File: config.mk
export PLATFORM = sky130hd
export DESIGN_NAME = nes_pad_reader
export DESIGN_NICKNAME = d
export VERILOG_FILES = /design/src/rtl/nes_pad_pkg.sv /design/src/rtl/pad_sync.sv /design/src/rtl/nes_pad_reader.sv
export SDC_FILE = /design/constraint.sdc
export NUM_CORES = 1
export LEC_CHECK = 0
export BUFFER_PORTS_ARGS = -buffer_cell sky130_fd_sc_hd__buf_2
export CAP_MARGIN = 10
export CORE_AREA = 2 2 99 53
export CTS_CLUSTER_SIZE = 25
export DETAILED_ROUTE_END_ITERATION = 7
export DIE_AREA = 0 0 101 55
export GPL_TIMING_DRIVEN = 0
export PLACE_DENSITY = 0.83
export SLEW_MARGIN = 10
export SYNTH_ARGS = -nofsm -noshare
export SYNTH_HDL_FRONTEND = slang
export SYNTH_SLANG_ARGS = --single-unit
File: constraint.sdc
create_clock -name clk -period 2.6 [get_ports clk]
set_input_delay 0.39 -clock clk [delete_from_list [all_inputs] [get_ports clk]]
set_output_delay 0.39 -clock clk [all_outputs]
set_load 0.02 [all_outputs]
File: src/rtl/nes_pad_pkg.sv
`default_nettype none
// ============================================================================
// nes_pad_pkg - shared state type and button layout for nes_pad_reader;
// define SNES_PAD_EN for the 16-bit SNES build.  Rev 1.0
// ============================================================================
package nes_pad_pkg;

    typedef enum logic [2:0] {
        IDLE   = 3'd0,
        LATCH  = 3'd1,
        BIT_HI = 3'd2,
        BIT_LO = 3'd3,
        DONE   = 3'd4
    } state_t;

`ifdef SNES_PAD_EN
    localparam int N_BITS = 16;
    localparam int BTN_W  = 16;

    localparam int BTN_B      = 0;
    localparam int BTN_Y      = 1;
    localparam int BTN_SELECT = 2;
    localparam int BTN_START  = 3;
    localparam int BTN_UP     = 4;
    localparam int BTN_DOWN   = 5;
    localparam int BTN_LEFT   = 6;
    localparam int BTN_RIGHT  = 7;
    localparam int BTN_A      = 8;
    localparam int BTN_X      = 9;
    localparam int BTN_TL     = 10;
    localparam int BTN_TR     = 11;
    localparam int BTN_ID_LSB = 12;
`else
    localparam int N_BITS = 8;
    localparam int BTN_W  = 8;

    localparam int BTN_A      = 0;
    localparam int BTN_B      = 1;
    localparam int BTN_SELECT = 2;
    localparam int BTN_START  = 3;
    localparam int BTN_UP     = 4;
    localparam int BTN_DOWN   = 5;
    localparam int BTN_LEFT   = 6;
    localparam int BTN_RIGHT  = 7;
`endif

endpackage
`default_nettype wire

File: src/rtl/pad_sync.sv
`default_nettype none
// ============================================================================
// pad_sync - 2-FF synchronizer, resets to the idle (pulled-up) line level.
// Rev 1.0
// ============================================================================
module pad_sync (
    input  logic clk,
    input  logic reset,
    input  logic d_i,
    output logic q_o
);

    logic meta_q;
    logic sync_q;

    always_ff @(posedge clk or posedge reset) begin
        if (reset) begin
            meta_q <= 1'b1;
            sync_q <= 1'b1;
        end else begin
            meta_q <= d_i;
            sync_q <= meta_q;
        end
    end

    assign q_o = sync_q;

endmodule
`default_nettype wire

File: src/rtl/nes_pad_reader.sv
`default_nettype none
// ============================================================================
// nes_pad_reader - latch/clock initiator reading two NES (or SNES with
// SNES_PAD_EN) serial pads into active-high button words.  Rev 1.0
// ============================================================================
module nes_pad_reader
    import nes_pad_pkg::*;
#(
    parameter int HALF_DIV = 128
) (
    input  logic             clk,
    input  logic             reset,
    input  logic             poll,
    input  logic             pad_data1,
    input  logic             pad_data2,
    output logic             pad_latch,
    output logic             pad_clk,
    output logic [BTN_W-1:0] buttons1,
    output logic [BTN_W-1:0] buttons2,
    output logic             valid,
    output logic             busy
);

    localparam int CNT_W = $clog2(2 * HALF_DIV);
    localparam int IDX_W = $clog2(N_BITS);

    localparam logic [CNT_W-1:0] LATCH_LAST = CNT_W'(2 * HALF_DIV - 1);
    localparam logic [CNT_W-1:0] HALF_LAST  = CNT_W'(HALF_DIV - 1);
    localparam logic [IDX_W-1:0] IDX_LAST   = IDX_W'(N_BITS - 1);

    logic data1_s;
    logic data2_s;

    pad_sync u_sync1 (
        .clk   (clk),
        .reset (reset),
        .d_i   (pad_data1),
        .q_o   (data1_s)
    );

    pad_sync u_sync2 (
        .clk   (clk),
        .reset (reset),
        .d_i   (pad_data2),
        .q_o   (data2_s)
    );

    state_t             state_q, state_d;
    logic [CNT_W-1:0]   cnt_q, cnt_d;
    logic [IDX_W-1:0]   idx_q, idx_d;
    logic [N_BITS-1:0]  sh1_q, sh1_d;
    logic [N_BITS-1:0]  sh2_q, sh2_d;
    logic [BTN_W-1:0]   btn1_q, btn1_d;
    logic [BTN_W-1:0]   btn2_q, btn2_d;
    logic               busy_q, busy_d;
    logic               valid_q, valid_d;
    logic               latch_q;
    logic               pclk_q;

    always_ff @(posedge clk or posedge reset) begin
        if (reset) begin
            state_q <= IDLE;
            cnt_q   <= '0;
            idx_q   <= '0;
            sh1_q   <= '0;
            sh2_q   <= '0;
            btn1_q  <= '0;
            btn2_q  <= '0;
            busy_q  <= 1'b0;
            valid_q <= 1'b0;
            latch_q <= 1'b0;
            pclk_q  <= 1'b1;
        end else begin
            state_q <= state_d;
            cnt_q   <= cnt_d;
            idx_q   <= idx_d;
            sh1_q   <= sh1_d;
            sh2_q   <= sh2_d;
            btn1_q  <= btn1_d;
            btn2_q  <= btn2_d;
            busy_q  <= busy_d;
            valid_q <= valid_d;
            // Pad pins are registered from the next state so they switch glitch-free
            // on the same edge as the FSM.
            latch_q <= (state_d == LATCH);
            pclk_q  <= (state_d != BIT_LO);
        end
    end

    always_comb begin
        state_d = state_q;
        cnt_d   = cnt_q + CNT_W'(1);
        idx_d   = idx_q;
        sh1_d   = sh1_q;
        sh2_d   = sh2_q;
        btn1_d  = btn1_q;
        btn2_d  = btn2_q;
        busy_d  = busy_q;
        valid_d = 1'b0;

        case (state_q)
            IDLE: begin
                cnt_d = '0;
                if (poll) begin
                    state_d = LATCH;
                    busy_d  = 1'b1;
                    idx_d   = '0;
                    sh1_d   = '0;
                    sh2_d   = '0;
                end
            end
            LATCH: begin
                if (cnt_q == LATCH_LAST) begin
                    state_d = BIT_HI;
                    cnt_d   = '0;
                end
            end
            BIT_HI: begin
                if (cnt_q == HALF_LAST) begin
                    sh1_d[idx_q] = ~data1_s;
                    sh2_d[idx_q] = ~data2_s;
                    cnt_d        = '0;
                    if (idx_q == IDX_LAST) begin
                        // Words and valid are loaded on the edge into DONE so the
                        // DONE cycle presents the new words together with valid.
                        state_d = DONE;
                        valid_d = 1'b1;
                        btn1_d  = sh1_d;
                        btn2_d  = sh2_d;
                    end else begin
                        state_d = BIT_LO;
                    end
                end
            end
            BIT_LO: begin
                if (cnt_q == HALF_LAST) begin
                    state_d = BIT_HI;
                    idx_d   = idx_q + IDX_W'(1);
                    cnt_d   = '0;
                end
            end
            DONE: begin
                state_d = IDLE;
                busy_d  = 1'b0;
                cnt_d   = '0;
            end
            default: begin
                state_d = IDLE;
                cnt_d   = '0;
            end
        endcase
    end

    assign pad_latch = latch_q;
    assign pad_clk   = pclk_q;
    assign buttons1  = btn1_q;
    assign buttons2  = btn2_q;
    assign valid     = valid_q;
    assign busy      = busy_q;

endmodule
`default_nettype wire

==> impl_metrics.tcl <==
set metrics [dict create \
    cts_setup_buffers 0 \
    route.met2.wl_mm 2.050 \
    timing.critical_path.arrival_ps 2520 \
    dp_hpwl_mm 3.687 \
    setup.reg_to_reg.worst_slack_ps 270 \
    htreeDepth 2 \
    totalNegativeSetupSlack_ps 0 \
    setup.worst_path.end_class "flip-flop" \
    clock_sink_count 54 \
    worstMarginPinSlew_ps 695.3 \
    met3_length_um 361 \
    hp-class "in2async" \
    run_status "complete, no violations" \
    synth_cell_types 42 \
    p_leak_nw 1.339 \
    dieArea_um2 5555 \
    avgViaCountPerCell 5.630 \
    final_core_utilization 0.6156 \
    pwr_density_cell_nw_per_um2 629.0 \
    die_h_um 55 \
    timing.critical_path.required_ps 2790 \
    register_area_share_after_synthesis 0.5316 \
    final-setup-viol-count 0 \
    cts_buffer_depth 2 \
    syn_area_um2 2554 \
    tritoncts "built" \
    timing.max_cap.violations 0 \
    post_synth.cell_area_avg_um2 10.91 \
    cts_made_buffers 5 \
    grt_pass1_vias 1739 \
    timing.reg2reg.worst_path_depth 8 \
    hold_violations 0 \
    worst_slew_margin_rel 0.5322 \
    number_of_antenna_violations_at_the_first_check_in_global_routing 0 \
    rr_startpoint "state_q[0]$_DFF_PP0_" \
    fin_nets 274 \
    ir_worst_vdd_v 0.0004143 \
    worst_setup_hold_path_clk_slew_ps 90 \
    total_length_of_routed_wires_mm 5.195 \
    drt-wirelength-per-cell_um 15.89 \
    final.setup_skew_ps 5.031 \
    layout_commonest_cell "sky130_fd_sc_hd__dfrtp_1" \
    globalRouteTotalUtil 0.2084 \
    max_freq_mhz 429.3 \
    syn_to_final_growth_pct 14.01 \
    grt_setup_unrepaired "no" \
    post_cts.resized_instances 0 \
    fin_ws_ps 270.7 \
    yosys_warnings 0 \
    place_worst_setup_slack_ps 296.6 \
    clk-insertion-delay-late_ps 300 \
    cts_hold_buffers 0 \
    grt_pass1_wl_mm 8.583 \
    min_period_over_period 0.8959 \
    drt.antenna.violating_nets 0 \
    gp_congestion 0.8957 \
    routed_length_on_met1_mm 2.754 \
    number_of_enable_type_register_cells_in_the_synthesized_netlist 0 \
    crit_fanout 10 \
    finalCriticalPeriod_ps 2329 \
    vias 1841 \
    n_antenna_cell 0 \
    floorplan.initialDensity 0.5399 \
    area_of_the_core_um2 4730 \
    numPortBuffers 24 \
    postSynthRegisterBits 54 \
    ios 25 \
    yosys_most_used_dff "sky130_fd_sc_hd__dfrtp_1" \
    post_route_cells_drive_above_1_share 0.2472 \
    top_layer "met4" \
    die-width_um 101 \
    drtIter0Drc 83 \
    async_flop_share 1.000 \
    timing.final.max_slew_violations 0 \
    postSynthNetCount 242 \
    placement_rows 18 \
    layout_common_cells "sky130_fd_sc_hd__dfrtp_1, sky130_fd_sc_hd__buf_2, sky130_fd_sc_hd__nand2_1" \
    startpoint_type "flip-flop" \
    sum_of_overflow_across_all_layers_after_global_routing 0 \
    netlist_instances 234 \
    cts-root-buf "sky130_fd_sc_hd__clkbuf_8" \
    grt_max_degree 40 \
    drc_errors 0 \
    final.fill_count 398 \
    regToRegEndpoint "buttons1[2]$_DFFE_PP0P_" \
    first_pass_iters 4 \
    setup.worst_path.class "reg2reg" \
]
[cells by family after synthesis]
group,count (synthesis),share of synthesized area
AOI/OAI and AO/OA,58,0.1504
xor gates and xnor gates,7,0.02401
adders and majority gates,3,0.01470
buffers and inverters,20,0.04409
DFF,54,0.5316
muxes,15,0.07594
and+or+nand+nor,77,0.1592
[cells in the mapped netlist, types with 2 or more instances]
cell type | n | share of area
sky130_fd_sc_hd__mux2_2 | 7 | 0.031
sky130_fd_sc_hd__dfrtp_1 | 49 | 0.48
sky130_fd_sc_hd__a22o_1 | 16 | 0.055
sky130_fd_sc_hd__a21oi_1 | 9 | 0.018
sky130_fd_sc_hd__nor2_1 | 16 | 0.024
sky130_fd_sc_hd__nand2_1 | 23 | 0.034
sky130_fd_sc_hd__inv_1 | 6 | 0.0088
sky130_fd_sc_hd__o21ai_0 | 19 | 0.037
sky130_fd_sc_hd__clkbuf_1 | 6 | 0.0088
sky130_fd_sc_hd__dfstp_2 | 5 | 0.051
sky130_fd_sc_hd__xnor2_1 | 6 | 0.021
sky130_fd_sc_hd__buf_2 | 4 | 0.0078
sky130_fd_sc_hd__nor3_1 | 5 | 0.0098
sky130_fd_sc_hd__mux2_4 | 7 | 0.041
sky130_fd_sc_hd__ha_1 | 3 | 0.015
sky130_fd_sc_hd__nand3b_1 | 4 | 0.012
sky130_fd_sc_hd__or3b_2 | 3 | 0.010
sky130_fd_sc_hd__nor2b_1 | 2 | 0.0049
sky130_fd_sc_hd__buf_6 | 2 | 0.0088
sky130_fd_sc_hd__and3_1 | 2 | 0.0049
sky130_fd_sc_hd__and3b_1 | 2 | 0.0069
sky130_fd_sc_hd__nand3_1 | 8 | 0.016
sky130_fd_sc_hd__o22ai_1 | 8 | 0.020
sky130_fd_sc_hd__nor3b_1 | 3 | 0.0088
sky130_fd_sc_hd__and2_1 | 2 | 0.0049
[critical path: stages (launching register included)]
cell and delay (ps):
sky130_fd_sc_hd__dfrtp_1 380, sky130_fd_sc_hd__buf_6 130, sky130_fd_sc_hd__or3b_1 350, sky130_fd_sc_hd__buf_2 200
sky130_fd_sc_hd__nor4_4 330, sky130_fd_sc_hd__and2_1 200, sky130_fd_sc_hd__buf_6 160, sky130_fd_sc_hd__buf_12 160
sky130_fd_sc_hd__mux2_4 300
[worst max path at each step]
stage | startpoint | endpoint
after floorplan | state_q[0]$_DFF_PP0_ | buttons1[1]$_DFFE_PP0P_
after global routing | state_q[0]$_DFF_PP0_ | buttons2[2]$_DFFE_PP0P_
after global placement | reset | buttons1[6]$_DFFE_PP0P_
final | state_q[0]$_DFF_PP0_ | buttons1[2]$_DFFE_PP0P_
after CTS | state_q[0]$_DFF_PP0_ | buttons2[2]$_DFFE_PP0P_
after detailed placement | state_q[0]$_DFF_PP0_ | buttons2[2]$_DFFE_PP0P_
[metrics by stage]
stage                     hold WS (ps)  area (um^2)  instances  total power [mW]
after floorplan                  345.2         2554        234             1.122
after global placement           346.1         2749        318             1.162
after detailed placement         346.8         2769        319             1.176
after CTS                        40.26         2912        327             1.847
after global routing             61.68         2912        327             1.916
final                            33.82         2912        327             1.831
[flip-flops by register name, summed over array words and instances (netlist names), 3 cells and up]
| signal | flops |
|---|---|
| sh1_q | 8 |
| idx_q | 3 |
| buttons1 | 8 |
| state_q | 3 |
| cnt_q | 8 |
| sh2_q | 8 |
| buttons2 | 8 |
[per-layer routing]
layer	global-route usage	vias up
met5	0	-
met4	0.04505	0
met3	0.04774	5
met2	0.3100	58
met1	0.3135	879
li1	-	899
[layout make-up]
class                           count  area (um^2)  share of cell area
Inverter                            6        22.52            0.007735
Buffer                             14        90.09             0.03094
Clock buffer                        6        82.58             0.02836
Multi-Input combinational cell    160         1084              0.3722
Clock inverter                      2        60.06             0.02063
Timing Repair Buffer               25        140.1             0.04813
Sequential cell                    54         1358              0.4663
Tap cell                           60        75.07             0.02578
[power by group]
part	internal, mW	switching [mW]	leakage, nW
logic	0.0822	0.115	0.560
registers	0.903	0.0582	0.707
clock network	0.410	0.263	0.0714
No activity file was read; power rests on OpenSTA's default activity.
